<file path="src/rtl/cpu_pkg.sv">
// rtl/cpu_pkg.sv - shared register indices, flag positions and sizing helper for the CPU register file
package cpu_pkg;

  localparam int REG_SP = 13;
  localparam int REG_LR = 14;
  localparam int REG_PC = 15;

  localparam int NUM_FLAGS = 4;
  localparam int FLAG_N = 3;
  localparam int FLAG_Z = 2;
  localparam int FLAG_C = 1;
  localparam int FLAG_V = 0;

  function automatic int addr_w(input int n);
    return (n > 1) ? $clog2(n) : 1;
  endfunction

endpackage

</file>
<file path="src/rtl/cpu_cpsr.sv">
// rtl/cpu_cpsr.sv - masked NZCV flag register presented as CPSR with zeroed low bits
module cpu_cpsr
  import cpu_pkg::*;
#(
  parameter int DATA_W = 8
) (
  input  logic                 clk,
  input  logic                 reset,
  input  logic                 hold,
  input  logic [NUM_FLAGS-1:0] flag_we,
  input  logic [NUM_FLAGS-1:0] flag_in,
  output logic [DATA_W-1:0]    cpsr
);

  logic [NUM_FLAGS-1:0] flags;

  // Each flag takes its new value only where its mask bit is set; stall freezes all.
  always_ff @(posedge clk or negedge reset) begin
    if (!reset) begin
      flags <= '0;
    end else if (!hold) begin
      flags <= (flags & ~flag_we) | (flag_in & flag_we);
    end
  end

  assign cpsr = {flags, {(DATA_W - NUM_FLAGS){1'b0}}};

endmodule

</file>
<file path="src/rtl/cpu_regfile.sv">
// rtl/cpu_regfile.sv - architectural register file with PC sequencing, link and CPSR; CPU_REGFILE_BYPASS_EN enables write-through reads
module cpu_regfile
  import cpu_pkg::*;
#(
  parameter int                 DATA_W   = 8,
  parameter int                 NUM_REGS = 16,
  parameter int                 NUM_RD   = 3,
  parameter int                 PC_STEP  = 1,
  parameter logic [DATA_W-1:0]  SP_RESET = DATA_W'(8'hFF),
  localparam int                AW       = addr_w(NUM_REGS)
) (
  input  logic                     clk,
  input  logic                     reset,
  input  logic [NUM_RD*AW-1:0]     rd_addr,
  output logic [NUM_RD*DATA_W-1:0] rd_data,
  input  logic                     wa_en,
  input  logic [AW-1:0]            wa_addr,
  input  logic [DATA_W-1:0]        wa_data,
  input  logic                     wb_en,
  input  logic [AW-1:0]            wb_addr,
  input  logic [DATA_W-1:0]        wb_data,
  input  logic                     pc_inc,
  input  logic                     br_en,
  input  logic                     br_link,
  input  logic [DATA_W-1:0]        br_target,
  input  logic [3:0]               flag_we,
  input  logic [3:0]               flag_in,
  input  logic                     hold,
  output logic [DATA_W-1:0]        pc,
  output logic [DATA_W-1:0]        cpsr
);

  localparam logic [DATA_W-1:0] STEP = DATA_W'(PC_STEP);
  localparam logic [AW-1:0]     A_PC = AW'(REG_PC);

  // r15 lives in the array so reads of the PC need no special case.
  logic [DATA_W-1:0] regs [NUM_REGS];
  logic [DATA_W-1:0] nxt  [NUM_REGS];
  logic              pc_wr;

  assign pc_wr = (wa_en && (wa_addr == A_PC)) || (wb_en && (wb_addr == A_PC));

  // Next architectural state: B then A (A wins), link overrides r14, PC by priority.
  always_comb begin
    for (int i = 0; i < NUM_REGS; i++) begin
      nxt[i] = regs[i];
      if (wb_en && (wb_addr == AW'(i))) nxt[i] = wb_data;
      if (wa_en && (wa_addr == AW'(i))) nxt[i] = wa_data;
    end
    if (br_en && br_link) nxt[REG_LR] = regs[REG_PC] + STEP;
    if (br_en) begin
      nxt[REG_PC] = br_target;
    end else if (!pc_wr && pc_inc) begin
      nxt[REG_PC] = regs[REG_PC] + STEP;
    end
  end

  // Register array update; reset clears everything except the stack pointer.
  always_ff @(posedge clk or negedge reset) begin
    if (!reset) begin
      for (int i = 0; i < NUM_REGS; i++) begin
        regs[i] <= (i == REG_SP) ? SP_RESET : '0;
      end
    end else if (!hold) begin
      for (int i = 0; i < NUM_REGS; i++) begin
        regs[i] <= nxt[i];
      end
    end
  end

  // Combinational read ports; write-through variant shows the value about to be committed.
  always_comb begin
    rd_data = '0;
    for (int k = 0; k < NUM_RD; k++) begin
`ifdef CPU_REGFILE_BYPASS_EN
      rd_data[k*DATA_W +: DATA_W] = (reset && !hold) ? nxt[rd_addr[k*AW +: AW]]
                                                      : regs[rd_addr[k*AW +: AW]];
`else
      rd_data[k*DATA_W +: DATA_W] = regs[rd_addr[k*AW +: AW]];
`endif
    end
  end

  assign pc = regs[REG_PC];

  cpu_cpsr #(
    .DATA_W(DATA_W)
  ) u_cpsr (
    .clk    (clk),
    .reset  (reset),
    .hold   (hold),
    .flag_we(flag_we),
    .flag_in(flag_in),
    .cpsr   (cpsr)
  );

endmodule

</file>
<file path="config.mk">
export PLATFORM = sky130hd
export DESIGN_NAME = cpu_regfile
export DESIGN_NICKNAME = d
export VERILOG_FILES = /design/src/rtl/cpu_pkg.sv /design/src/rtl/cpu_cpsr.sv /design/src/rtl/cpu_regfile.sv
export SDC_FILE = /design/constraint.sdc
export NUM_CORES = 1
export LEC_CHECK = 0
export ABC_CLOCK_PERIOD_IN_PS = 7100
export CAP_MARGIN = 40
export CORE_MARGIN = 5
export CORE_UTILIZATION = 40
export DETAILED_ROUTE_END_ITERATION = 8
export MAX_ROUTING_LAYER = met4
export PLACE_DENSITY = 0.66
export SYNTH_ARGS = -nofsm -noshare
export SYNTH_HDL_FRONTEND = slang
export SYNTH_SLANG_ARGS = --single-unit
</file>
<file path="constraint.sdc">
create_clock -name clk -period 7.1 [get_ports clk]
set_clock_uncertainty 0.05 [all_clocks]
set_input_delay 1.42 -clock clk [delete_from_list [all_inputs] [get_ports clk]]
set_output_delay 1.42 -clock clk [all_outputs]
set_load 0.02 [all_outputs]
</file>
Yosys cells after proc, flatten, opt, wreduce, memory -nomap -nowiden. Cells that the tools add are included.

$add $sub $neg: 1. $lt $le $gt $ge: 3. Eq/ne operators: 30. Mux-type cells: 44. Bitwise operators: 8. Reductions and logical operators: 70.

Operators by type and width (count): 2-to-1 mux 8 bit (41); binary-select mux 8 bit (select 4 bit) (3); equality test 4 bit (second input constant) (16); logical AND 1 bit (34); equality test 4 x 3 -> 1 bit (second input constant) (8); AND reduction 2 bit (16); nonzero test 2 bit (14); equality test 4 x 2 -> 1 bit (second input constant) (4); greater-or-equal comparator 5 bit (second input constant) (3); inverter 4 -> 5 bit (3); adder 8 x 1 -> 8 bit (second input constant) (1); AND 4 bit (2); equality test 4 x 1 -> 1 bit (second input constant) (2); logical NOT 4 bit (2); inverter 4 bit (1); bitwise OR 4 bit (1); nonzero test 4 bit (1); nonzero test 3 bit (1); logical NOT 1 bit (1); logical OR 1 bit (1); inverter 1 bit (1).

Bits in registers: 132. Input port bits: 60. Output and inout port bits: 40. Logic and storage cells: 173.

Logic depth before layout (Yosys ltp).
Word-level depth: 7. Mapped depth: 9. Depth with buffers taken out: 6.

By module. From an unflattened synthesis, not the netlist that was laid out.

Cells, all modules: 858. Area, all modules: 9889.5 µm².

By module, submodules not included: cpu_regfile (times used 1, cells an instance 841, area an instance 9685.5 µm², sequential area each 3213.1 µm²); cpu_cpsr (times used 1, cells an instance 17, area an instance 203.9 µm², sequential area each 100.1 µm²).

Worst setup path after synthesis. No wires, ideal clock.

Path kind: input -> output. Start point: in rd_addr[0]. End point: out rd_data[0]. Arrival time: 3003 ps. Data required time: 5630 ps. Slack: 2627 ps. Stages on the path: 4. Buffers on the path: 2. Cells stage by stage: clkbuf_1 -> buf_2 -> mux4_2 -> mux4_2.

Word-level cells in the longest chain between the ends: 4.

Ends and longest elaborated chain: start, declared (line cpu_regfile.sv:14) `input logic [NUM_RD*AW-1:0] rd_addr,`; inverter 4 -> 5 bit (not written as such) (line cpu_regfile.sv:79) `rd_data[k*DATA_W +: DATA_W] = regs[rd_addr[k*AW +: AW]];`; binary-select mux 8 bit (select 4 bit) (line cpu_regfile.sv:79); 2-to-1 mux 8 bit (not written as such) (2 in a row) (line cpu_regfile.sv:79); end, declared (line cpu_regfile.sv:15) `output logic [NUM_RD*DATA_W-1:0] rd_data,`.

No other way between the ends. The select of a mux whose other input is x is not followed.

Worst setup path after layout.
Start point: in rd_addr[0]. End point: out rd_data[3].

The elaborated chain is that of the path after synthesis.

==> results.json <==
{
  "dp_cells": 1207,
  "synth.avg_cell_area_um2": 11.46,
  "wl_per_cell_um": 26.03,
  "hpwlAfterDp_um": 22780,
  "ctsHoldBuffers": 0,
  "synth_async_sr_flop_share_pct": 100.0,
  "synth_warnings": 0,
  "grt_pass1_wl_um": 49560,
  "maxSlewHeadroom_pct": 37.57,
  "placed_cell_area_um2": 10910,
  "final_nets": 963,
  "crit_top_cell": "mux4_2",
  "portBuffers": 95,
  "synth_edf_count": 0,
  "synthCells": 859,
  "yosys_most_used_dff": "dfrtp_1",
  "start_kind": "input pin",
  "ys_ff_latch": 132,
  "final_common_cell": "dfrtp_1",
  "stdcell_count": 1239,
  "design_area_um2": 11530,
  "cts_buffers": 17,
  "worstPathArrival_ns": 3.99,
  "ant_nets": 0,
  "timing.hold.ws_ns": 0.4359,
  "fmax_ghz": 0.1833,
  "syn-cell-area_um2": 9841,
  "grt-ovfl-total": 0,
  "period_share_pct": 76.85,
  "p_leak_nw": 4.617,
  "cts_setup_buffers": 0,
  "synth_cell_type_count": 50,
  "p_seq_share_pct": 38.8,
  "place.gp.congestion": 0.9448,
  "clk_latency_ns": 0.43,
  "cp_cell_sequence": "buf_2 > buf_4 > mux4_2 > mux4_2 > clkdlybuf4s50_1",
  "setup_tns_ns": 0,
  "fin_ws_ns": 1.644,
  "rsz0062_at_grt": "no",
  "cts_tree": "built",
  "layout_common_cells": "dfrtp_1 (124), mux2i_1 (122), mux4_2 (120)",
  "grt_max_degree": 57,
  "drv_cap": 0,
  "cp-end-kind": "primary output",
  "slowest_stage": "clkdlybuf4s50_1",
  "grt_usage_pct": 23.92,
  "switching_share_pct": 32.86,
  "powerDensity_nw_per_um2": 267.3,
  "drc": 0,
  "cts_resized": 0,
  "vias": 7784,
  "die_y_um": 166.9,
  "area_growth_pct": 17.19,
  "worstHoldPathType": "flip-flop to flip-flop",
  "crit_fanout": 17,
  "cts_sinks": 132,
  "hold_viol_final": 0,
  "drt-initial-drc-count": 970,
  "cts-root-buf": "clkbuf_16",
  "diodes": 0,
  "core_area_um2": 24250,
  "cp.required_ns": 5.63,
  "synth_sequential_area_ratio_pct": 33.67,
  "die-area_um2": 27840,
  "worst-path-buf-inv": 3,
  "postRouteWirelength_um": 32250,
  "intPower_mw": 2.070,
  "tightest_slew_ns": 0.9359,
  "die_w_um": 166.9,
  "fin_util_pct": 47.56,
  "preCtsSetupSlack_ns": 1.616,
  "cpLargestDelayFamily": "buffers and inverters",
  "initial_utilization_pct": 40.58,
  "htree_levels": 4,
  "finalSetupViolCount": 0,
  "pwr-share-comb_pct": 30.9,
  "std_cell_rows": 57,
  "total_power_mw": 3.083,
  "p_switching_mw": 1.013,
  "p_clk_share_pct": 30.3,
  "antenna_found_initial": 0,
  "run_status": "finished clean",
  "period_needed_ns": 5.456,
  "boundaryPins": 100,
  "ir_drop_mv": 0.1451,
  "slowest_delay_ns": 0.58,
  "vias_per_cell": 6.282,
  "drive_gt1_share_pct": 23.39,
  "critPathKind": "input pin to primary output",
  "clock_path_buffers": 2,
  "final-max-slew-violation-count": 0,
  "grt_pass1_vias": 7884,
  "clkTransAtPathRegs_ns": 0.06,
  "first_pass_iters": 5
}
## cell usage after synthesis, types with 5 or more instances
| cell | count | share of area [%] |
|---|---|---|
| nor3_1 | 5 | 0.25 |
| nand3_1 | 9 | 0.46 |
| nand2b_1 | 10 | 0.64 |
| o21ai_1 | 37 | 1.9 |
| o21ai_0 | 46 | 2.3 |
| clkbuf_1 | 37 | 1.4 |
| mux4_2 | 120 | 27 |
| buf_2 | 29 | 1.5 |
| dfrtp_1 | 124 | 32 |
| dfstp_2 | 8 | 2.1 |
| a22o_1 | 5 | 0.44 |
| buf_4 | 16 | 1.2 |
| o21bai_1 | 7 | 0.53 |
| a31oi_1 | 6 | 0.38 |
| nand2_1 | 94 | 3.6 |
| buf_1 | 7 | 0.27 |
| nand3b_1 | 5 | 0.38 |
| nor2b_1 | 5 | 0.32 |
| a21oi_1 | 42 | 2.1 |
| mux2_2 | 11 | 1.3 |
| nor2_4 | 8 | 0.92 |
| mux2i_1 | 122 | 12 |
| nor2_1 | 56 | 2.1 |
| and3_1 | 6 | 0.38 |
## sequential cells by signal (all words and copies together), names as in the netlist, named ones only
register  cells
regs        120
pc            8
## worst register-to-register path, delay by kind of cell, from the launching register on
family / cells / cell delay [ns]
DFF: 1 / 0.62
and+or+nand+nor: 3 / 0.48
adders and majority gates: 1 / 0.32
xor gates and xnor gates: 1 / 0.21
AOI/OAI and AO/OA: 1 / 0.13
## power groups by stage
stage | sequential, mW | clock, mW | combinational [mW]
finish | 1.20 | 0.933 | 0.953
CTS | 1.19 | 0.944 | 0.958
detailed placement | 1.20 | 0 | 0.950
global route | 1.21 | 0.980 | 1.03
floorplan | 1.08 | 0 | 0.680
global placement | 1.18 | 0 | 0.927
## cell families after synthesis
kind of cell | count (synthesis) | synth area share, %
adder cells (fa/ha/maj) | 1 | 0.1271
AO/OA/AOI/OAI | 163 | 9.714
flip-flops | 132 | 33.67
other | 1 | 0.03811
AND/OR/NAND/NOR | 210 | 10.18
buffers and inverters | 93 | 4.603
XOR/XNOR | 6 | 0.5341
multiplexers | 253 | 41.13
## path summary, 6_finish.rpt
check | cells past startpoint | to | slack (ns) | from
max reg2reg | 6 | pc[4]$_DFFE_PN0P_ | 5.22 | pc[1]$_DFFE_PN0P_
max in group asynchronous | 3 | regs[21]$_DFFE_PN1P_ | 4.93 | reset
min in group asynchronous | 1 | async pin | 0.88 | reset
min | 2 | regs[23]$_DFFE_PN1P_ | 0.44 | regs[23]$_DFFE_PN1P_
min reg2reg | 2 | regs[23]$_DFFE_PN1P_ | 0.44 | regs[23]$_DFFE_PN1P_
max | 5 | rd_data[3] | 1.64 | rd_addr[0]
## metal layers
| layer | vias to the layer above | GRT usage, % | part of all wire, % |
|---|---|---|---|
| met1 | 3941 | 29.73 | 39 |
| met4 | 0 | 10.46 | 4.0 |
| met3 | 75 | 6.305 | 8.9 |
| li1 | 3324 | - | - |
| met5 | - | - | 0 |
| met2 | 444 | 37.06 | 48 |
## final cells by class
cell class | count | area, µm²
inverters | 3 | 11.26
flip-flops and latches | 132 | 3313
clock buffers | 20 | 466.7
repair buffers | 111 | 1090
well taps | 324 | 405.4
multi-input cells | 637 | 6093
clock inverters | 12 | 152.6
fillers | 2225 | 12720
Note: power is estimated with default switching activity, not from simulation.
